File: config.mk
export PLATFORM = sky130hd
export DESIGN_NAME = round_judge
export DESIGN_NICKNAME = d
export VERILOG_FILES = /design/src/rtl/round_judge.sv
export SDC_FILE = /design/constraint.sdc
export NUM_CORES = 1
export LEC_CHECK = 0
export ABC_AREA = 1
export ABC_CLOCK_PERIOD_IN_PS = 3000
export BUFFER_PORTS_ARGS = -buffer_cell sky130_fd_sc_hd__buf_2
export CAP_MARGIN = 15
export CORE_ASPECT_RATIO = 0.75
export CORE_MARGIN = 3
export CORE_UTILIZATION = 53
export CTS_BUF_LIST = sky130_fd_sc_hd__clkbuf_16
export CTS_CLUSTER_DIAMETER = 50
export DETAILED_ROUTE_END_ITERATION = 8
export PLACE_DENSITY = 0.75
export SYNTH_ARGS = -nofsm -noshare
export SYNTH_HDL_FRONTEND = slang
export SYNTH_SLANG_ARGS = --single-unit
export TNS_END_PERCENT = 1
File: constraint.sdc
create_clock -name clk -period 3 [get_ports clk]
set_clock_uncertainty 0.2 [all_clocks]
set_input_delay 0.3 -clock clk [delete_from_list [all_inputs] [get_ports clk]]
set_output_delay 0.3 -clock clk [all_outputs]
set_load 0.01 [all_outputs]
File: src/rtl/round_judge.sv
// round_judge
//   Front end of the game controller. Synchronises and debounces the player's
//   "choose" button, latches both animal choices on an accepted press, judges
//   the round (dog > cat, cat > chicken, chicken > dog, equal = tie) and keeps
//   both scores plus the registered win flags used to pick the winner screen.
//
//   Ports
//     clk            system clock
//     stateReset     synchronous active-high reset, highest priority
//     userChoose     raw choose button (active-high, asynchronous)
//     userResetGame  raw new-game button (active-high, asynchronous)
//     player1Choice  one-hot choice: 001 cat, 010 dog, 100 chicken
//     player2Choice  same encoding as player1Choice
//     player1/2      4-bit scores
//     player1Wins/2  high while the matching score equals WIN_SCORE
//     roundResult    last round: 00 tie, 01 player 1, 10 player 2
//     roundDone      one-cycle pulse when a round has been scored
//     badChoice      last latched round had a non-one-hot choice
module round_judge #(
  parameter int DEBOUNCE_CYCLES = 500000,
  parameter int CNT_W           = 20,
  parameter int WIN_SCORE       = 3
) (
  input  logic       clk,
  input  logic       stateReset,
  input  logic       userChoose,
  input  logic       userResetGame,
  input  logic [2:0] player1Choice,
  input  logic [2:0] player2Choice,
  output logic [3:0] player1,
  output logic [3:0] player2,
  output logic       player1Wins,
  output logic       player2Wins,
  output logic [1:0] roundResult,
  output logic       roundDone,
  output logic       badChoice
);

  typedef enum logic [2:0] {IDLE, JUDGE, UPDATE, WAIT_REL, GAMEOVER} state_t;

  localparam logic [1:0] ANIMAL_CAT     = 2'd0;
  localparam logic [1:0] ANIMAL_DOG     = 2'd1;
  localparam logic [1:0] ANIMAL_CHICKEN = 2'd2;

  localparam logic [1:0] RES_TIE = 2'b00;
  localparam logic [1:0] RES_P1  = 2'b01;
  localparam logic [1:0] RES_P2  = 2'b10;

  localparam logic [3:0]       WIN     = 4'(WIN_SCORE);
  localparam logic [CNT_W-1:0] DB_MAX  = CNT_W'(DEBOUNCE_CYCLES);
  localparam logic [CNT_W-1:0] DB_LAST = CNT_W'(DEBOUNCE_CYCLES - 1);

  // Anything that is not a clean one-hot code falls back to cat.
  function automatic logic [1:0] decode_animal(input logic [2:0] c);
    case (c)
      3'b010:  return ANIMAL_DOG;
      3'b100:  return ANIMAL_CHICKEN;
      default: return ANIMAL_CAT;
    endcase
  endfunction

  function automatic logic is_bad(input logic [2:0] c);
    return !((c == 3'b001) || (c == 3'b010) || (c == 3'b100));
  endfunction

  function automatic logic beats(input logic [1:0] a, input logic [1:0] b);
    return ((a == ANIMAL_DOG)     && (b == ANIMAL_CAT))     ||
           ((a == ANIMAL_CAT)     && (b == ANIMAL_CHICKEN)) ||
           ((a == ANIMAL_CHICKEN) && (b == ANIMAL_DOG));
  endfunction

  function automatic logic [1:0] judge(input logic [1:0] a, input logic [1:0] b);
    if (beats(a, b)) return RES_P1;
    if (beats(b, a)) return RES_P2;
    return RES_TIE;
  endfunction

  // Two-flop synchronisers for the asynchronous buttons
  logic choose_p0, choose_p1;
  logic newgame_p0, newgame_p1;

  always_ff @(posedge clk) begin
    if (stateReset) begin
      choose_p0  <= 1'b0;
      choose_p1  <= 1'b0;
      newgame_p0 <= 1'b0;
      newgame_p1 <= 1'b0;
    end else begin
      choose_p0  <= userChoose;
      choose_p1  <= choose_p0;
      newgame_p0 <= userResetGame;
      newgame_p1 <= newgame_p0;
    end
  end

  // Debounce: count consecutive cycles with an unchanged synchronised level;
  // the stable level follows the input once that run is long enough.
  logic             choose_prev;
  logic             db_level;
  logic [CNT_W-1:0] db_cnt;
  logic             db_hit;
  logic             press_acc;

  assign db_hit    = (choose_p1 == choose_prev) && (db_cnt == DB_LAST);
  assign press_acc = db_hit && choose_p1 && !db_level;

  always_ff @(posedge clk) begin
    if (stateReset) begin
      choose_prev <= 1'b0;
      db_level    <= 1'b0;
      db_cnt      <= '0;
    end else begin
      choose_prev <= choose_p1;
      if (choose_p1 != choose_prev) db_cnt <= '0;
      else if (db_cnt != DB_MAX)    db_cnt <= db_cnt + 1'b1;
      if (db_hit) db_level <= choose_p1;
    end
  end

  // Round FSM
  state_t     state_q, state_d;
  logic [1:0] c1_q, c2_q, result_q;
  logic [3:0] p1_inc, p2_inc;
  logic       win_hit;

  assign p1_inc  = player1 + 4'd1;
  assign p2_inc  = player2 + 4'd1;
  assign win_hit = ((result_q == RES_P1) && (p1_inc == WIN)) ||
                   ((result_q == RES_P2) && (p2_inc == WIN));

  always_ff @(posedge clk) begin
    if (stateReset) state_q <= IDLE;
    else            state_q <= state_d;
  end

  always_comb begin
    state_d = state_q;
    case (state_q)
      IDLE:     if (press_acc) state_d = JUDGE;
      JUDGE:    state_d = UPDATE;
      UPDATE:   state_d = win_hit ? GAMEOVER : WAIT_REL;
      WAIT_REL: if (!db_level) state_d = IDLE;
      GAMEOVER: state_d = GAMEOVER;
      default:  state_d = IDLE;
    endcase
    // A new game aborts whatever is in flight and waits for a button release
    // so a held choose cannot immediately fire a round.
    if (newgame_p1) state_d = WAIT_REL;
  end

  // Choice latch and judged result (data only)
  always_ff @(posedge clk) begin
    if ((state_q == IDLE) && press_acc) begin
      c1_q <= decode_animal(player1Choice);
      c2_q <= decode_animal(player2Choice);
    end
    if (state_q == JUDGE) result_q <= judge(c1_q, c2_q);
  end

  // Scores, flags and round outputs
  always_ff @(posedge clk) begin
    if (stateReset) begin
      player1     <= '0;
      player2     <= '0;
      player1Wins <= 1'b0;
      player2Wins <= 1'b0;
      roundResult <= RES_TIE;
      roundDone   <= 1'b0;
      badChoice   <= 1'b0;
    end else begin
      roundDone   <= 1'b0;
      player1Wins <= (player1 == WIN);
      player2Wins <= (player2 == WIN);
      if (newgame_p1) begin
        player1     <= '0;
        player2     <= '0;
        player1Wins <= 1'b0;
        player2Wins <= 1'b0;
        roundResult <= RES_TIE;
        badChoice   <= 1'b0;
      end else begin
        case (state_q)
          IDLE: if (press_acc) badChoice <= is_bad(player1Choice) | is_bad(player2Choice);
          UPDATE: begin
            roundResult <= result_q;
            if (result_q == RES_P1) player1 <= p1_inc;
            if (result_q == RES_P2) player2 <= p2_inc;
            roundDone <= 1'b1;
          end
          default: ;
        endcase
      end
    end
  end

endmodule
**Yosys cells after proc, flatten, opt, wreduce, memory -nomap -nowiden**

Index checks and enable logic that the tools add are counted.

- Flip-flop bits (word level): 49
- Word-level logic and storage cells: 102
- Input bits: 10
- Output and inout bits: 14

- Equality and inequality tests: 28
- Reductions and logical operators: 34
- Muxes and demuxes: 17
- $add $sub $neg: 3
- Bitwise logic cells: 1

Operator list:

| operator | count |
|---|---|
| $add 20x1->20 const B | 1 |
| $eq 20x19->1 const B | 1 |
| $ne 20x19->1 const B | 1 |
| $eq 4x2->1 const B | 4 |
| $pmux 3 s5 | 1 |
| $eq 3x2->1 const B | 4 |
| $logic_and 1x1->1 | 12 |
| $mux 2 | 5 |
| $reduce_and 2->1 | 5 |
| $eq 3x1->1 const B | 3 |
| $eq 3x3->1 const B | 3 |
| $logic_or 1x1->1 | 9 |
| $mux 3 | 3 |
| $add 4x1->4 const B | 2 |
| $pmux 2 s2 | 2 |
| $eq 2x1->1 const B | 3 |
| $eq 2x2->1 const B | 3 |
| $mux 1 | 6 |
| $ne 3x3->1 const B | 2 |
| $logic_not 2->1 | 2 |
| $ne 2x2->1 const B | 2 |
| $reduce_or 2->1 | 2 |
| $logic_not 1->1 | 3 |
| $logic_not 3->1 | 1 |
| 3 further kinds | 3 |

**Logic depth before layout (Yosys ltp)**

Gate-level depths: netlist of the first run.

- Depth after elaboration: 10
- Gate-level depth with buffers: 10
- Mapped depth without buffers: 10

**Worst setup path before layout of the first run**

No wires, ideal clock.

- Path kind: register to register
- From: register db_cnt[1]
- To: register c1_q[0], enable pin
- Setup time: 0.318 ns
- Slack: 1.292 ns
- Arrival time: 1.189 ns
- Stages on the path, launching flop included: 8
- Buffers on the path: 0
- Cell sequence: dfxtp_1 ha_1 nand2_2 nor2_2 nand2_1 nor2_2 nand4_2 nor2_2

- Word-level cells in the longest chain between the ends: 5

Ends and longest elaborated chain:

| element | line | RTL |
|---|---|---|
| from (decl) | 100 | `logic [CNT_W-1:0] db_cnt;` |
| from (signal assigned) | 115 | `else if (db_cnt != DB_MAX) db_cnt <= db_cnt + 1'b1;` |
| $eq 20x19->1 | 104 | `assign db_hit = (choose_p1 == choose_prev) && (db_cnt == DB_LAST);` |
| $logic_and 1x1->1 | 104 |  |
| $logic_and 1x1->1 (2 in a row) | 105 | `assign press_acc = db_hit && choose_p1 && !db_level;` |
| $logic_and 1x1->1 | 153 | `if ((state_q == IDLE) && press_acc) begin` |
| to (signal assigned) | 154 | `c1_q <= decode_animal(player1Choice);` |
| to (decl) | 122 | `logic [1:0] c1_q, c2_q, result_q;` |

No other way between the ends.
A chain may end at the register's enable or synchronous reset.

**Worst setup path in the final report of the first run**

- From: register db_cnt[1]
- To: register c1_q[1], enable pin

The elaborated chain is that of the path after synthesis.

==> flow_metrics.py, run 1 <==
metrics = {
    "cells_and_area": {
        "layout-drive-gt1-share_pct": 14.17,
        "final_cells": 415,
        "nets": 375,
        "fin_area_mm2": 0.002753,
        "n_antenna_cell": 0,
        "area_delta_synth_final_pct": 15.24,
    },
    "place": {
        "dp_slack_ns": 1.156,
        "placed_area_mm2": 0.002567,
        "port_buffers": 23,
        "place_hpwl_um": 3434,
        "gp_congestion": 0.8754,
        "dp_cells": 407,
    },
    "floorplanning": {
        "floorplan.initialDensity_pct": 56.82,
        "ios": 24,
        "die_y_um": 64.14,
        "fp.dieW_um": 83.52,
        "coreArea_mm2": 0.004204,
        "dieArea_mm2": 0.005357,
        "rows": 20,
    },
    "route": {
        "drt_iter0_markers": 167,
        "drc_errors": 0,
        "routed_wl_um": 4622,
        "firstDrtPassIters": 4,
        "antenna_left": 0,
        "drt-vias-per-instance": 5.140,
        "vias": 2133,
        "post_drt_wl_per_cell_um": 11.14,
    },
    "logic_synthesis": {
        "yosys_warnings": 0,
        "synth_top_area_share_pct": 36.04,
        "synth_top_cell_by_area": "dfxtp_1",
        "syn_area_mm2": 0.002389,
        "syn_inst": 330,
        "synth-seq-cells": 49,
        "yosys-top-cells-area": "dfxtp_1, inv_1, nand2_1, edfxtp_1, nand3_1",
        "synth_cell_types": 24,
        "postSynthAreaPerCell_um2": 7.238,
        "ys_seq_area_share_pct": 43.58,
        "postSynthNetCount": 346,
    },
    "clock_tree": {
        "cts-root-buf": "clkbuf_16",
        "clock_sinks": 49,
        "cts-resized-gates": 0,
        "post_cts_buffers": 0,
        "numCtsBuffers": 5,
        "cts_buffer_depth": 2,
        "holdBufCountCts": 0,
        "htreeDepth": 2,
        "clkLatencyLatePin_ns": 0.28,
        "cts_tree": "done",
        "clk_pin_slew_ns": 0.06,
    },
    "global_routing": {
        "grt_pass1_wl_um": 8204,
        "grt-ovfl-total": 0,
        "grt_max_degree": 16,
        "antenna_found_initial": 0,
        "track_usage_pct": 18.48,
        "grt_pass1_vias": 1899,
    },
    "timing": {
        "finalHoldViolCount": 0,
        "setup_viol": 0,
        "fmax_mhz": 537.9,
        "slew_headroom_pct": 60.31,
        "worst_slack_ns": 1.141,
        "tns_ns": 0,
        "post-route-period-util_pct": 61.96,
        "period_needed_ns": 1.859,
        "worstMarginPinSlew_ns": 0.5931,
        "drv_slew": 0,
        "rsz0062_at_grt": "false",
    },
    "worst_setup_path": {
        "crit_family": "simple AND/OR/NAND/NOR gates",
        "cpPeakStageDelay_ns": 0.37,
        "path_common_cell": "nor2_2",
        "worstPathRequired_ns": 2.77,
        "path_buf_inv": 0,
        "end_kind": "register",
        "cp.arrival_ns": 1.63,
        "worstSetupPathType": "register to register",
        "path_cells": "ha_1 -> nand2_2 -> nor2_2 -> nand2_1 -> nor2_2 -> nand4_2 -> nor2_2",
        "start_kind": "register",
        "cp_slowest_cell": "dfxtp_1",
        "path_max_fanout": 5,
    },
    "run": {
        "timing.max_cap.violations": 0,
    },
    "hold_path": {
        "hold_path.class": "primary input to register",
    },
    "power_and_ir_drop": {
        "p_per_area_mw_per_mm2": 539.3,
        "p_leak_nw": 1.207,
        "p_total_w": 0.001484,
        "vdd_ir_drop_max_v": 0.0003813,
    },
    "outcome": {
        "outcome": "finished, final reports clean",
    },
}
-- sequential cells by signal, indices dropped and copies added, names as in the netlist, 2 cells and up --
signal	count
state_q	3
player2	4
roundResult	2
c1_q	2
c2_q	2
db_cnt	20
result_q	2
player1	4
-- through the flow --
step / util (%) / hold slack [ns]
after floorplan: - / 0.1883
after global placement: 61.07 / 0.1901
after detailed placement: 61.07 / 0.2008
after CTS: 65.48 / 0.01193
after global routing: 65.48 / 0.02402
final: 65.48 / 0.01664
-- power by group --
part / internal (W) / switching [W] / leakage [nW]
logic: 0.0000386 / 0.0000684 / 0.705
registers: 0.000682 / 0.0000174 / 0.410
clock network: 0.000442 / 0.000236 / 0.0920
total: 0.00116 / 0.000321 / 1.21
-- routing by layer --
layer	vias to the layer above	wire (um)	global-route usage, %
met5	-	0	0
met4	0	53	5.422
met3	7	277	4.381
met2	58	1856	27.60
met1	945	2435	26.62
li1	1123	-	-
-- area by class of cell --
class | count | area (um^2)
fillers | 364 | 1451
multi-input cells | 211 | 1080
flip-flops and latches | 49 | 1041
inverters | 68 | 255.2
clock buffers | 6 | 150.1
repair buffers | 24 | 122.6
well taps | 55 | 68.82
clock inverters | 2 | 35.03
-- placed cells by master (no fill, tap or decap), types with 4 or more instances in the layout --
cell / count
inv_1: 66
nand2_1: 52
dfxtp_1: 43
nor2_1: 33
nand3_1: 29
a21oi_1: 27
buf_2: 23
o21ai_0: 18
nand4_1: 12
nor3_1: 11
ha_1: 6
edfxtp_1: 6
clkbuf_16: 6
nor2_2: 5
nand2_2: 4
-- cell usage after synthesis --
library cell  instances
nand2_1              52
dfxtp_1              43
or2_2                 2
nor2_4                2
o21ai_0              18
buf_2                 1
nor3_2                1
nor3_1               11
ha_1                  6
nor2_1               33
nand4_2               2
xor2_1                2
nor4_1                3
a21oi_1              27
inv_1                66
inv_2                 2
nand2_2               4
a31oi_1               1
buf_4                 1
nand3_1              29
nand4_1              12
edfxtp_1              6
nor3_4                1
nor2_2                5
-- cell families after synthesis --
logic type / synth area share [%]
adder cells (fa/ha/maj): 3.143
AO/OA/AOI/OAI: 9.691
flip-flops: 43.58
XOR/XNOR: 0.7335
buffers and inverters: 11.21
AND/OR/NAND/NOR: 31.64
-- worst reg2reg max path, stage by stage, from the launching register on --
cell and delay [ns]:
dfxtp_1 0.37, ha_1 0.20, nand2_2 0.08, nor2_2 0.14
nand2_1 0.07, nor2_2 0.13, nand4_2 0.11, nor2_2 0.23
-- worst paths after layout --
kind	startpoint	end	slack, ns	cells after the start
hold / removal	userResetGame	newgame_p0$_SDFF_PP0_	0.02	3
hold reg to reg	newgame_p0$_SDFF_PP0_	newgame_p1$_SDFF_PP0_	0.21	2
setup / recovery	db_cnt[1]$_SDFFE_PP0P_	c1_q[1]$_DFFE_PP_	1.14	7
setup reg to reg	db_cnt[1]$_SDFFE_PP0P_	c1_q[1]$_DFFE_PP_	1.14	7
No activity file was read; power rests on OpenSTA's default activity.
==> inputs of run 2 (changes only) <==
--- a/config.mk
+++ b/config.mk
@@ -5,8 +5,8 @@
 export SDC_FILE = /design/constraint.sdc
 export NUM_CORES = 1
 export LEC_CHECK = 0
-export ABC_AREA = 1
-export ABC_CLOCK_PERIOD_IN_PS = 3000
+export ABC_AREA = 0
+export ABC_CLOCK_PERIOD_IN_PS = 1900
 export BUFFER_PORTS_ARGS = -buffer_cell sky130_fd_sc_hd__buf_2
 export CAP_MARGIN = 15
 export CORE_ASPECT_RATIO = 0.75
==> constraint.sdc (replaced) <==
create_clock -name clk -period 1.9 [get_ports clk]
set_clock_uncertainty 0.2 [all_clocks]
set_input_delay 0.19 -clock clk [delete_from_list [all_inputs] [get_ports clk]]
set_output_delay 0.19 -clock clk [all_outputs]
set_load 0.01 [all_outputs]
==> run 2 against run 1 <==
Net effect:
- synthesized area fell by 3.7%
- sequential power increased by 56%
- critical path depth is 3 lower
- non-clock buffer count increased by 26
- global-route usage rose by 2.3 points
- flip-flop and latch count did not move
- via count is 6.5% lower
- clock power rose by 21%
- fmax up 1.5%
- worst setup slack worse by 1.1 ns
- register-to-register slack lost 1.1 ns
- die area fell by 3.4%
- largest cell class unchanged
==> flow_metrics.py, run 2 <==
metrics = {
    "cells_and_area": {
        "largest_reg_flops": 20,
        "area_delta_synth_final_pct": 24.85,
        "n_antenna_cell": 0,
        "layout-drive-gt1-share_pct": 24.33,
        "fillers": 334,
        "top_register": "db_cnt",
        "nets": 315,
        "final_common_cell": "dfxtp_1",
        "reg_top3": "db_cnt: 20 flops, player1: 4 flops, player2: 4 flops",
        "layout_common_cells": "dfxtp_1, nor2_1, buf_2",
        "multi_input_area_mm2": 0.001241,
        "area.sequential_mm2": 0.001059,
    },
    "logic_synthesis": {
        "synth.most_common_cell": "dfxtp_1",
        "synth-seq-cells": 49,
        "postSynthAreaPerCell_um2": 9.167,
        "syn_inst": 251,
        "ys_seq_area_share_pct": 45.24,
        "yosys-top-cells-area": "dfxtp_1, edfxtp_1, xnor2_1, nor2_1, ha_1",
        "synth_top_cell_by_area": "dfxtp_1",
        "synth_edf_count": 6,
        "yosys_warnings": 0,
        "yosys_most_used_dff": "dfxtp_1",
        "async_flop_share_pct": 0,
        "postSynthNetCount": 267,
        "synth_commonest_cells": "dfxtp_1, nor2_1, nand3_1, xnor2_1",
        "syn_area_mm2": 0.002301,
        "synth_top_area_share_pct": 37.41,
        "synth_cell_types": 43,
    },
    "power_and_ir_drop": {
        "swShare_pct": 21.70,
        "power.share.clock_pct": 40.2,
        "p_int_w": 0.001602,
        "pwr-share-comb_pct": 6.6,
        "p_leak_nw": 1.076,
        "p_per_area_mw_per_mm2": 712.1,
        "vdd_ir_drop_max_v": 0.0005863,
        "p_switching_w": 0.0004439,
        "p_seq_share_pct": 53.2,
    },
    "worst_setup_path": {
        "start_kind": "register",
        "cp.arrival_ns": 1.84,
        "path_max_fanout": 5,
        "end_kind": "register",
        "worstPathRequired_ns": 1.91,
        "worstSetupPathType": "register to register",
    },
    "clock_tree": {
        "htreeDepth": 2,
        "cts-root-buf": "clkbuf_16",
        "cts_tree": "done",
        "clock_sinks": 49,
        "numCtsBuffers": 5,
        "clkLatencyLatePin_ns": 0.29,
        "post_cts_buffers": 0,
        "clk_pin_slew_ns": 0.06,
        "cts_buffer_depth": 2,
    },
    "timing": {
        "worst_slack_ns": 0.06809,
        "period_needed_ns": 1.832,
        "slew_headroom_pct": 66.09,
        "fmax_mhz": 545.9,
        "drv_slew": 0,
        "setup_viol": 0,
        "finalHoldViolCount": 0,
        "whs_ns": 0.009861,
        "worstMarginPinSlew_ns": 0.5074,
        "post-route-period-util_pct": 96.42,
        "rsz0062_at_grt": "true",
    },
    "global_routing": {
        "grt-ovfl-total": 0,
        "grt_pass1_vias": 1802,
        "track_usage_pct": 20.75,
        "grt_pass1_wl_um": 8245,
        "grt_max_degree": 17,
        "antenna_found_initial": 0,
    },
    "route": {
        "routed_wl_um": 4967,
        "dr.max_layer_used": "met4",
        "drt-vias-per-instance": 5.617,
        "antenna_left": 0,
        "vias": 1994,
        "drt_iter0_markers": 109,
        "drc_errors": 0,
        "wl_met3_um": 321,
        "met1_length_um": 2360,
        "firstDrtPassIters": 4,
        "dr_wl_met2_um": 2223,
        "post_drt_wl_per_cell_um": 13.99,
    },
    "floorplanning": {
        "coreArea_mm2": 0.004104,
        "dieArea_mm2": 0.005176,
        "floorplan.initialDensity_pct": 56.07,
        "fp.dieW_um": 82.08,
        "ios": 24,
        "die_y_um": 63.06,
        "rows": 20,
    },
    "run": {
        "timing.max_cap.violations": 0,
    },
    "hold_path": {
        "hold_path.class": "primary input to register",
    },
    "place": {
        "place_hpwl_um": 3436,
        "dp_slack_ns": -0.02804,
        "port_buffers": 23,
        "gp_congestion": 0.7999,
    },
    "outcome": {
        "outcome": "finished, final reports clean",
    },
}
## run 2: changes by cell type in the layout (fill, tap and decap cells not counted), moves of 15 or more
cell     delta
inv_1      -54
a21oi_1    -15
nand2_1    -40
o21ai_0    -15
buf_4      +21
nand3_1    -18
## run 2: area by class of cell
type,instances,area share [%]
Clock inverter,3,0.3920
Timing Repair Buffer,50,11.50
Inverter,10,1.307
Tap cell,55,2.395
Clock buffer,5,4.355
Sequential cell,49,36.85
Multi-Input combinational cell,183,43.21
## run 2: per-layer routing
layer,global-route usage (%),vias up
li1,-,1007
met1,28.80,929
met2,30.75,51
met3,6.857,7
met4,5.809,0
met5,0,-
## run 2: what timing repair did
action | in CTS | in global routing
resized for setup | 3 | 20
hold buffers | 5 | 0
hold endpoints to repair | 6 | 0
endpoints found under the setup margin | 3 | 16
## run 2: critical path, cell delays in order (launching register included)
cell	delay (ns)
dfxtp_1	0.36
nand3_2	0.11
or3_4	0.42
or4_1	0.49
a211oi_2	0.18
## run 2: power by group through the flow
stage | clock network [W] | registers, W | logic [W]
4_1_cts | 0.000835 | 0.00109 | 0.000132
2_1_floorplan | 0 | 0.00111 | 0.0000743
3_3_place_gp | 0 | 0.00111 | 0.000120
3_5_place_dp | 0 | 0.00111 | 0.000123
6_report | 0.000822 | 0.00109 | 0.000136
5_1_grt | 0.000882 | 0.00109 | 0.000154
## run 2: kinds of logic (layout without fill, tap and decap cells)
kind of cell	Yosys count	count (layout)	synth area share (%)
xor gates and xnor gates	22	22	8.374
buffers and inverters	19	68	3.209
and+or+nand+nor	116	116	28.77
AOI/OAI and AO/OA	39	39	11.15
adders and majority gates	6	6	3.263
DFF	49	49	45.24
## run 2: worst paths after layout
| check | start | endpoint | slack (ns) | depth (start not counted) |
|---|---|---|---|---|
| max reg2reg | db_cnt[6]$_SDFFE_PP0P_ | db_cnt[19]$_SDFFE_PP0P_ | 0.07 | 4 |
| max | db_cnt[6]$_SDFFE_PP0P_ | db_cnt[19]$_SDFFE_PP0P_ | 0.07 | 4 |
| min | player2Choice[0] | c2_q[0]$_DFFE_PP_ | 0.01 | 2 |
| min reg2reg | newgame_p0$_SDFF_PP0_ | newgame_p1$_SDFF_PP0_ | 0.24 | 1 |
## run 2: metrics by stage
stage               utilization, %  cells  cell area, um^2    TNS, ns  power [W]
detailed placement           63.75    342             2616   -0.05000   0.001233
finish                       70.00    355             2873          0   0.002046
CTS                          68.48    355             2810          0   0.002054
global route                 70.00    355             2873   -0.01816   0.002126
global placement             63.75    342             2616          0   0.001228
floorplan                        -    251             2317  -0.005512   0.001183
==> inputs of run 3 (changes only) <==
--- a/config.mk
+++ b/config.mk
@@ -6,16 +6,16 @@
 export NUM_CORES = 1
 export LEC_CHECK = 0
 export ABC_AREA = 0
-export ABC_CLOCK_PERIOD_IN_PS = 1900
+export ABC_CLOCK_PERIOD_IN_PS = 1500
 export BUFFER_PORTS_ARGS = -buffer_cell sky130_fd_sc_hd__buf_2
 export CAP_MARGIN = 15
 export CORE_ASPECT_RATIO = 0.75
 export CORE_MARGIN = 3
-export CORE_UTILIZATION = 53
+export CORE_UTILIZATION = 52
 export CTS_BUF_LIST = sky130_fd_sc_hd__clkbuf_16
 export CTS_CLUSTER_DIAMETER = 50
 export DETAILED_ROUTE_END_ITERATION = 8
-export PLACE_DENSITY = 0.75
+export PLACE_DENSITY = 0.77
 export SYNTH_ARGS = -nofsm -noshare
 export SYNTH_HDL_FRONTEND = slang
 export SYNTH_SLANG_ARGS = --single-unit
==> constraint.sdc (replaced) <==
create_clock -name clk -period 1.5 [get_ports clk]
set_clock_uncertainty 0.2 [all_clocks]
set_input_delay 0.15 -clock clk [delete_from_list [all_inputs] [get_ports clk]]
set_output_delay 0.15 -clock clk [all_outputs]
set_load 0.01 [all_outputs]
==> run 3 against run 2 <==
Net effect:
- the flow now finishes with violations (setup timing)
- cell count up 12%
- design area up 18%
- non-clock buffer count grew 44
- clock-buffer cell count is the same
- utilization up 11 points
- fmax grew 0.44%
- register-to-register slack got worse by 0.39 ns
- via count is 15% higher
- critical endpoint unchanged
==> flow_metrics.py, run 3 (synthesis results as in run 2) <==
metrics = {
    "global_routing": {
        "antenna_found_initial": 0,
        "grt_pass1_vias": 2273,
        "grt_pass1_wl_um": 10360,
        "track_usage_pct": 24.53,
        "grt_max_degree": 17,
        "grt-ovfl-total": 0,
    },
    "timing": {
        "worstMarginPinSlew_ns": 0.4026,
        "rsz0062_at_grt": "true",
        "period_needed_ns": 1.824,
        "drv_slew": 0,
        "post-route-period-util_pct": 121.6,
        "slew_headroom_pct": 72.91,
        "fmax_mhz": 548.3,
        "tns_ns": -3.747,
        "worst_slack_ns": -0.3238,
        "whs_ns": 0.09180,
        "setup_viol": 22,
        "finalHoldViolCount": 0,
    },
    "floorplanning": {
        "dieArea_mm2": 0.005268,
        "die_y_um": 63.61,
        "coreArea_mm2": 0.004154,
        "floorplan.initialDensity_pct": 55.39,
        "fp.dieW_um": 82.81,
        "rows": 20,
        "ios": 24,
    },
    "cells_and_area": {
        "reg_top3": "db_cnt: 20 flops, player1: 4 flops, player2: 4 flops",
        "largest_reg_flops": 20,
        "nets": 359,
        "area.sequential_mm2": 0.001071,
        "fin_area_mm2": 0.003383,
        "final_common_cell": "buf_4",
        "n_antenna_cell": 0,
        "area_delta_synth_final_pct": 47.04,
        "fillers": 262,
        "layout_common_cells": "buf_4, dfxtp_1, nor2_1",
        "top_register": "db_cnt",
        "layout-drive-gt1-share_pct": 41.57,
        "multi_input_area_mm2": 0.001375,
    },
    "worst_setup_path": {
        "cp.arrival_ns": 1.84,
        "path_max_fanout": 4,
        "start_kind": "register",
        "r2r_start": "db_cnt[1]$_SDFFE_PP0P_",
        "r2r_setup_slack_ns": -0.32,
        "reg2reg_to": "db_cnt[19]$_SDFFE_PP0P_",
        "end_kind": "register",
        "worstSetupPathType": "register to register",
        "worstPathRequired_ns": 1.51,
        "r2r_cells": 4,
    },
    "route": {
        "dr_wl_met2_um": 3157,
        "drc_errors": 0,
        "routed_wl_um": 6372,
        "post_drt_wl_per_cell_um": 15.97,
        "met1_length_um": 2676,
        "dr.max_layer_used": "met4",
        "antenna_left": 0,
        "firstDrtPassIters": 5,
        "drt-vias-per-instance": 5.764,
        "drt_iter0_markers": 142,
        "vias": 2300,
        "wl_met3_um": 396,
    },
    "power_and_ir_drop": {
        "p_leak_nw": 1.369,
        "p_total_w": 0.002716,
        "p_per_area_mw_per_mm2": 802.7,
        "vdd_ir_drop_max_v": 0.0008508,
    },
    "place": {
        "gp_congestion": 0.8828,
        "port_buffers": 23,
        "place_hpwl_um": 4063,
        "placed_area_mm2": 0.002913,
    },
    "clock_tree": {
        "clk_pin_slew_ns": 0.07,
        "clkLatencyLatePin_ns": 0.29,
        "numCtsBuffers": 5,
        "clock_sinks": 49,
        "cts_tree": "done",
        "cts_buffer_depth": 2,
        "htreeDepth": 2,
        "cts-root-buf": "clkbuf_16",
    },
    "outcome": {
        "violations": "setup timing",
        "outcome": "finished, violations left",
    },
    "hold_path": {
        "hold_path.class": "primary input to register",
        "worstHoldPathCells": 2,
        "hold_start": "player2Choice[1]",
        "min_to": "c2_q[0]$_DFFE_PP_",
    },
    "run": {
        "timing.max_cap.violations": 0,
    },
}
-- run 3: cell count changes in the layout (fill, tap and decap cells not counted), sizes merged --
cell	change
inv	-2
clkinv	+1
buf	+39
clkinvlp	+1
dlymetal6s4s	+2
dlygate4sd3	+3
-- run 3: final cells by class --
| type | instances | share of cell area (%) |
|---|---|---|
| Multi-Input combinational cell | 183 | 40.64 |
| Sequential cell | 49 | 31.66 |
| Tap cell | 55 | 2.034 |
| Clock inverter | 3 | 0.5178 |
| Clock buffer | 5 | 3.698 |
| Inverter | 10 | 1.183 |
| Timing Repair Buffer | 94 | 20.27 |
-- run 3: through the flow --
stage	worst slack (ns)	std cells	util, %
3_5_place_dp	-0.3502	379	70.12
5_1_grt	-0.3554	399	81.45
3_3_place_gp	-0.3105	379	70.12
6_report	-0.3238	399	81.45
2_1_floorplan	-0.3612	251	-
4_1_cts	-0.2929	397	78.37
-- run 3: worst max-delay path by stage --
stage	slack, ns	depth (start not counted)	endpoint	from
floorplan	-0.36	6	db_cnt[19]$_SDFFE_PP0P_	db_cnt[2]$_SDFFE_PP0P_
global placement	-0.31	6	db_cnt[2]$_SDFFE_PP0P_	db_cnt[0]$_SDFFE_PP0P_
detailed placement	-0.35	5	db_cnt[18]$_SDFFE_PP0P_	db_cnt[0]$_SDFFE_PP0P_
CTS	-0.29	4	db_cnt[19]$_SDFFE_PP0P_	db_cnt[0]$_SDFFE_PP0P_
global route	-0.36	4	db_cnt[19]$_SDFFE_PP0P_	db_cnt[1]$_SDFFE_PP0P_
finish	-0.32	4	db_cnt[19]$_SDFFE_PP0P_	db_cnt[1]$_SDFFE_PP0P_
-- run 3: repair_timing --
item / 4_1_cts / 5_1_grt
hold endpoints to repair: 11 / 0
resized for setup: 31 / 27
pin swaps: 9 / 6
buffers inserted: 0 / 2
setup endpoints to repair: 33 / 37
hold buffers: 10 / 0
-- run 3: power breakdown --
| group | internal (W) | total [W] | switching [W] |
|---|---|---|---|
| Clock | 0.000612 | 0.00111 | 0.000494 |
| Combinational | 0.000118 | 0.000237 | 0.000119 |
| Sequential | 0.00135 | 0.00137 | 0.0000246 |
| Total | 0.00208 | 0.00272 | 0.000638 |
-- run 3: critical path, stage by stage, from the launching register on --
cell,delay [ns]
dfxtp_4,0.37
nand3_2,0.10
or3_4,0.40
or4_4,0.49
a211oi_2,0.18
-- run 3: metal layers --
layer | up-vias | track usage [%]
li1 | 1102 | -
met1 | 1089 | 29.51
met2 | 92 | 41.60
met3 | 17 | 7.190
met4 | 0 | 9.184
met5 | - | 0
